## config.mk

```make
export PLATFORM = sky130hd
export DESIGN_NAME = mem_bank_scan
export DESIGN_NICKNAME = d
export VERILOG_FILES = /design/src/rtl/mem_scan_pkg.sv /design/src/rtl/mem_scan_tag_pipe.sv /design/src/rtl/mem_bank_scan.sv
export SDC_FILE = /design/constraint.sdc
export NUM_CORES = 1
export LEC_CHECK = 0
export ABC_AREA = 0
export BUFFER_PORTS_ARGS = -buffer_cell sky130_fd_sc_hd__buf_4
export CORE_AREA = 2 2 39 41
export CTS_CLUSTER_SIZE = 14
export DETAILED_ROUTE_END_ITERATION = 7
export DIE_AREA = 0 0 41 43
export SYNTH_ARGS = -nofsm -noshare
export SYNTH_HDL_FRONTEND = slang
export SYNTH_SLANG_ARGS = --single-unit
```

## constraint.sdc

```tcl
create_clock -name clk -period 1.8 [get_ports clk]
set_clock_uncertainty 0.05 [all_clocks]
set_input_delay 0.09 -clock clk [delete_from_list [all_inputs] [get_ports clk]]
set_output_delay 0.09 -clock clk [all_outputs]
set_load 0.01 [all_outputs]
```

## src/rtl/mem_scan_pkg.sv

```systemverilog
// Shared types and helpers for the multi-bank memory read scanner.
package mem_scan_pkg;

    typedef enum logic [1:0] {
        IDLE  = 2'd0,
        ISSUE = 2'd1,
        DRAIN = 2'd2
    } state_t;

    // Index width for n entries, never narrower than one bit.
    function automatic int unsigned idx_width(input int unsigned n);
        return (n > 1) ? $clog2(n) : 1;
    endfunction

endpackage

```

## src/rtl/mem_scan_tag_pipe.sv

```systemverilog
// Tag pipeline that realigns memory read data with its bank/address tag.
// MEM_SCAN_WRITE_FWD_EN: in-flight entries capture matching snooped writes.
module mem_scan_tag_pipe
    import mem_scan_pkg::*;
#(
    parameter type         type_t       = logic,
    parameter int unsigned OUTPUT_DELAY = 0,
    parameter int unsigned BANK_WIDTH   = 1,
    parameter int unsigned ADDR_W       = 1
) (
    input  logic                  clk,
    input  logic                  reset_n,
    input  logic                  iss_valid,
    input  logic                  iss_last,
    input  logic [BANK_WIDTH-1:0] iss_bank,
    input  logic [ADDR_W-1:0]     iss_addr,
    input  logic                  wea,
    input  logic [BANK_WIDTH-1:0] banka,
    input  logic [ADDR_W-1:0]     addra,
    input  type_t                 dia,
    input  type_t                 dob,
    output logic                  out_valid,
    output logic                  out_last,
    output logic [BANK_WIDTH-1:0] out_bank,
    output logic [ADDR_W-1:0]     out_addr,
    output type_t                 out_data
);

    typedef struct packed {
        logic                  valid;
        logic                  last;
        logic [BANK_WIDTH-1:0] bank;
        logic [ADDR_W-1:0]     addr;
        logic                  hit;
        type_t                 data;
    } entry_t;

    entry_t iss_e;
    entry_t out_e;
    logic   unused_snoop;

    assign unused_snoop = ^{wea, banka, addra, dia};

    always_comb begin
        iss_e       = '0;
        iss_e.valid = iss_valid;
        iss_e.last  = iss_last;
        iss_e.bank  = iss_bank;
        iss_e.addr  = iss_addr;
    end

    if (OUTPUT_DELAY == 0) begin : g_bypass
        assign out_e = iss_e;
    end else begin : g_pipe
        entry_t stage_q [1:OUTPUT_DELAY];
        entry_t cur     [0:OUTPUT_DELAY-1];
        entry_t nxt     [0:OUTPUT_DELAY-1];

        always_comb begin
            cur[0] = iss_e;
            for (int unsigned k = 1; k < OUTPUT_DELAY; k++) begin
                cur[k] = stage_q[k];
            end
        end

        // Every entry not yet presented snoops the write port; newest write wins.
        always_comb begin
            for (int unsigned k = 0; k < OUTPUT_DELAY; k++) begin
                nxt[k] = cur[k];
`ifdef MEM_SCAN_WRITE_FWD_EN
                if (cur[k].valid && wea && cur[k].bank == banka && cur[k].addr == addra) begin
                    nxt[k].hit  = 1'b1;
                    nxt[k].data = dia;
                end
`endif
            end
        end

        always_ff @(posedge clk or negedge reset_n) begin
            if (!reset_n) begin
                for (int unsigned k = 1; k <= OUTPUT_DELAY; k++) begin
                    stage_q[k] <= '0;
                end
            end else begin
                for (int unsigned k = 0; k < OUTPUT_DELAY; k++) begin
                    stage_q[k+1] <= nxt[k];
                end
            end
        end

        assign out_e = stage_q[OUTPUT_DELAY];
    end

    assign out_valid = out_e.valid;
    assign out_last  = out_e.last;
    assign out_bank  = out_e.bank;
    assign out_addr  = out_e.addr;
    assign out_data  = out_e.valid ? (out_e.hit ? out_e.data : dob) : type_t'(0);

endmodule

```

## src/rtl/mem_bank_scan.sv

```systemverilog
// Read-side scanner: walks every bank/address pair once per start pulse.
// MEM_SCAN_WRITE_FWD_EN enables forwarding of snooped writes to in-flight reads.
module mem_bank_scan
    import mem_scan_pkg::*;
#(
    parameter type          type_t       = logic,
    parameter int unsigned  DEPTH        = 0,
    parameter int unsigned  NUM_BANKS    = 0,
    parameter int unsigned  OUTPUT_DELAY = 0,
    parameter int unsigned  BANK_WIDTH   = idx_width(NUM_BANKS),
    localparam int unsigned ADDR_W       = idx_width(DEPTH)
) (
    input  logic                  clk,
    input  logic                  reset_n,
    input  logic                  start,
    output logic                  busy,
    output logic                  done,
    output logic                  overrun,
    output logic                  reb,
    output logic [BANK_WIDTH-1:0] bankb,
    output logic [ADDR_W-1:0]     addrb,
    input  type_t                 dob,
    input  logic                  wea,
    input  logic [BANK_WIDTH-1:0] banka,
    input  logic [ADDR_W-1:0]     addra,
    input  type_t                 dia,
    output logic                  out_valid,
    output logic [BANK_WIDTH-1:0] out_bank,
    output logic [ADDR_W-1:0]     out_addr,
    output type_t                 out_data
);

    localparam int unsigned DRAIN_W = 2;

    state_t                state_q;
    logic                  busy_q;
    logic                  reb_q;
    logic [BANK_WIDTH-1:0] bank_q;
    logic [ADDR_W-1:0]     addr_q;
    logic [DRAIN_W-1:0]    drain_q;
    logic                  addr_last;
    logic                  bank_last;
    logic                  pipe_last;

    assign addr_last = (addr_q == ADDR_W'(DEPTH - 1));
    assign bank_last = (bank_q == BANK_WIDTH'(NUM_BANKS - 1));

    always_ff @(posedge clk or negedge reset_n) begin
        if (!reset_n) begin
            state_q <= IDLE;
            busy_q  <= 1'b0;
            reb_q   <= 1'b0;
            bank_q  <= '0;
            addr_q  <= '0;
            drain_q <= '0;
        end else begin
            case (state_q)
                IDLE: begin
                    if (start) begin
                        state_q <= ISSUE;
                        busy_q  <= 1'b1;
                        reb_q   <= 1'b1;
                        bank_q  <= '0;
                        addr_q  <= '0;
                    end
                end
                ISSUE: begin
                    // Compare-and-wrap so non-power-of-two sizes never overflow.
                    if (addr_last) begin
                        addr_q <= '0;
                        if (bank_last) begin
                            bank_q  <= '0;
                            reb_q   <= 1'b0;
                            drain_q <= '0;
                            if (OUTPUT_DELAY == 0) begin
                                state_q <= IDLE;
                                busy_q  <= 1'b0;
                            end else begin
                                state_q <= DRAIN;
                            end
                        end else begin
                            bank_q <= bank_q + 1'b1;
                        end
                    end else begin
                        addr_q <= addr_q + 1'b1;
                    end
                end
                DRAIN: begin
                    if (drain_q == DRAIN_W'(OUTPUT_DELAY - 1)) begin
                        state_q <= IDLE;
                        busy_q  <= 1'b0;
                    end else begin
                        drain_q <= drain_q + 1'b1;
                    end
                end
                default: begin
                    state_q <= IDLE;
                    busy_q  <= 1'b0;
                    reb_q   <= 1'b0;
                end
            endcase
        end
    end

    assign busy    = busy_q;
    assign reb     = reb_q;
    assign bankb   = bank_q;
    assign addrb   = addr_q;
    assign overrun = start && (state_q != IDLE);
    assign done    = out_valid && pipe_last;

    mem_scan_tag_pipe #(
        .type_t       (type_t),
        .OUTPUT_DELAY (OUTPUT_DELAY),
        .BANK_WIDTH   (BANK_WIDTH),
        .ADDR_W       (ADDR_W)
    ) u_tag_pipe (
        .clk       (clk),
        .reset_n   (reset_n),
        .iss_valid (reb_q),
        .iss_last  (reb_q && addr_last && bank_last),
        .iss_bank  (bank_q),
        .iss_addr  (addr_q),
        .wea       (wea),
        .banka     (banka),
        .addra     (addra),
        .dia       (dia),
        .dob       (dob),
        .out_valid (out_valid),
        .out_last  (pipe_last),
        .out_bank  (out_bank),
        .out_addr  (out_addr),
        .out_data  (out_data)
    );

endmodule
```

==> impl_metrics.ini <==
[global_route]
grt_first_pass_wirelength_um = 641
grtUsageTotal = 0.0672
antenna_found_initial = 0
grt_pass1_vias = 151
grt_remaining_overflow = 0
grt_max_degree = 10

[timing]
fin_crit_sh = 0.680
setup_tns_ns = 0
setup_viol = 0
timing.max_slew.rel_slack = 0.819
period_needed_ns = 1.22
rsz_0062_raised_after_global_routing = no
worstMarginPinSlew_ns = 0.272
fmaxAchievable_mhz = 817
timing_max_transition_violations_final = 0
final_hold_viol_count = 0
hold_slack_ns = 0.0480

[worst_setup_path]
path_cells = and3_2, buf_4
worst-setup-path-type = flop to output port
regToRegSetupSlack_ns = 0.81
regToRegEndpoint = addrb
cp_data_arrival_time_ns = 1.08
critical_path_buf_inv_count = 1
crit_path_max_incr_delay_ns = 0.48
crit_required_ns = 1.66
largest_fanout_on_the_critical_path = 9
r2r_start = reb
critPathLaunchType = flop
dominant_delay_contributor_by_cell_family_on_the_critical_path = flip-flops
r2r_cell_count = 2
slowest_stage = sky130_fd_sc_hd__dfrtp_1
crit_path_end_kind = output port

[route]
vias = 146
first_iter_violations = 0
avgRoutedWirePerCell_um = 8.93
postRouteWirelength_um = 402
drc_errors = 0
ant_nets_after_route = 0
via_density_per_instance = 3.24
dr.pass1.iters = 1

[worst_hold_path]
hold_class = input pin to flop
hold_path.startpoint = start
hold_path_depth = 3
min_delay_worst_endpoint = reb

[yosys]
ys_warn_count = 0
netlist_top_cells_area = sky130_fd_sc_hd__dfrtp_1, sky130_fd_sc_hd__buf_4, sky130_fd_sc_hd__and2_2
synthesis.area_per_instance_um2 = 11.3
yosys.area.top_type_share = 0.441
synth.lib_cells_used.distinct = 9
mappedNetlistArea_um2 = 170
synth.largest_area_cell = sky130_fd_sc_hd__dfrtp_1
synth_cells = 15
yosysSeqAreaShare = 0.441
mappedNetlistNets = 23
ys_ff_latch = 3

[cts]
skew_pair_late_insertion_delay_ns = 0.23
cts-root-to-sink-buffers = 2
cts.root.buffer_cell = sky130_fd_sc_hd__clkbuf_4
cts_resized = 0
post_cts.repair.setup_buffers = 0
tritoncts.num_buffers = 3
tritoncts_num_sinks = 3
htree_num_levels = 1
worst_setup_hold_path_clk_slew_ns = 0.04
cts_tree = done

[layout]
seq_area_um2 = 75.1
n_fill_cell = 161
synthToLayoutAreaGrowth_pct = 72.8
finish.net_count = 38
finalCoreUtilization = 0.212
drive_gt1_frac = 0.724
finalNonFillerCells = 45
multi_input_area_um2 = 65.1
insertedDiodeCount = 0

[floorplan]
initial_util = 0.123
std_cell_rows = 14
die_area_um2 = 1760
fp.dieW_um = 41
floorplan.io_pins = 18
core_region_area_um2 = 1380
die_y_um = 43

[status]
run_status = finished, final reports clean

[power]
intPower_uw = 357
power.combinational.fraction = 0.502
clkPwrFrac = 0.216
power_switching_share = 0.354
power_frac_seq = 0.282
leakagePower_nw = 0.149
vdd.ir_drop.worst_mv = 0.286
power.switching_uw = 196
powerDensity_nw_per_um2 = 1880

[placed_design]
place.gp.congestion = 0.562
portBuffers = 13
dp_cells = 40

[flow_run]
maxCapViolCount = 0
[Yosys cell counts (all sizes together)]
cell and n:
buf 4, nor2 2, xor2 1, a22o 1, mux2 1, and2 2
dfrtp 3, and3 1
[stage by stage]
step | worst slack [ns] | power, mW | area (µm²)
global route | 0.470 | 0.615 | 294
floorplan | 0.842 | 0.332 | 170
detailed placement | 0.801 | 0.437 | 258
global placement | 0.815 | 0.432 | 258
finish | 0.577 | 0.553 | 294
CTS | 0.555 | 0.565 | 294
[power by group through the flow]
stage	Combinational [mW]	Clock [mW]	Sequential (mW)
floorplan	0.171	0	0.161
global placement	0.277	0	0.155
detailed placement	0.279	0	0.158
CTS	0.281	0.127	0.157
global route	0.309	0.139	0.168
finish	0.278	0.120	0.156
[worst max-delay path by stage]
| stage | start | to | slack, ns | cells after the start |
|---|---|---|---|---|
| final | reb | done | 0.58 | 2 |
| after global routing | reb | done | 0.47 | 2 |
| after CTS | reb | done | 0.55 | 2 |
| after detailed placement | reb | addrb | 0.80 | 2 |
| after global placement | reb | addrb | 0.82 | 2 |
| after floorplan | reb | addrb | 0.84 | 2 |
[repair_timing]
item | in CTS | in global routing
hold endpoints to repair | 3 | 0
endpoints found under the setup margin | 0 | 0
hold buffers | 1 | 0
[cells by family (layout without fill, tap and decap cells)]
family	count (synthesis)	after routing	share of synthesized area
buffers and inverters	4	18	0.176
XOR/XNOR	1	1	0.0515
AND/OR/NAND/NOR	5	5	0.191
multiplexers	1	1	0.0882
AO/OA/AOI/OAI	1	1	0.0515
flip-flops	3	3	0.441
[cell type report]
| class | instances | share of cell area |
|---|---|---|
| Sequential cell | 3 | 0.255 |
| Clock buffer | 4 | 0.0894 |
| Tap cell | 16 | 0.0681 |
| Multi-Input combinational cell | 8 | 0.221 |
| Timing Repair Buffer | 14 | 0.366 |
[registers in the layout, indices dropped and copies added (netlist names)]
signal / cells
bankb: 1
addrb: 1
reb: 1
[cells in the final DEF, fill, tap and decap left out, drive strengths merged]
cell type	instances
dlygate4sd3	1
buf	13
nor2	2
a22o	1
xor2	1
and2	2
and3	1
clkbuf	4
dfrtp	3
mux2	1
[worst min-delay path, delay by kind of cell]
family / cells / cell delay [ns]
buffers and inverters: 1 / 0.09
AND/OR/NAND/NOR: 2 / 0.11
[layer usage]
metal  up-vias  part of all wire  global-route usage
met5         -                 0                   0
met4         0                 0               0.100
met3         0             0.062              0.0628
met2         8              0.59              0.0844
met1        66              0.34              0.0417
li1         72                 -                   -
Power figures use the tool's default switching activity.
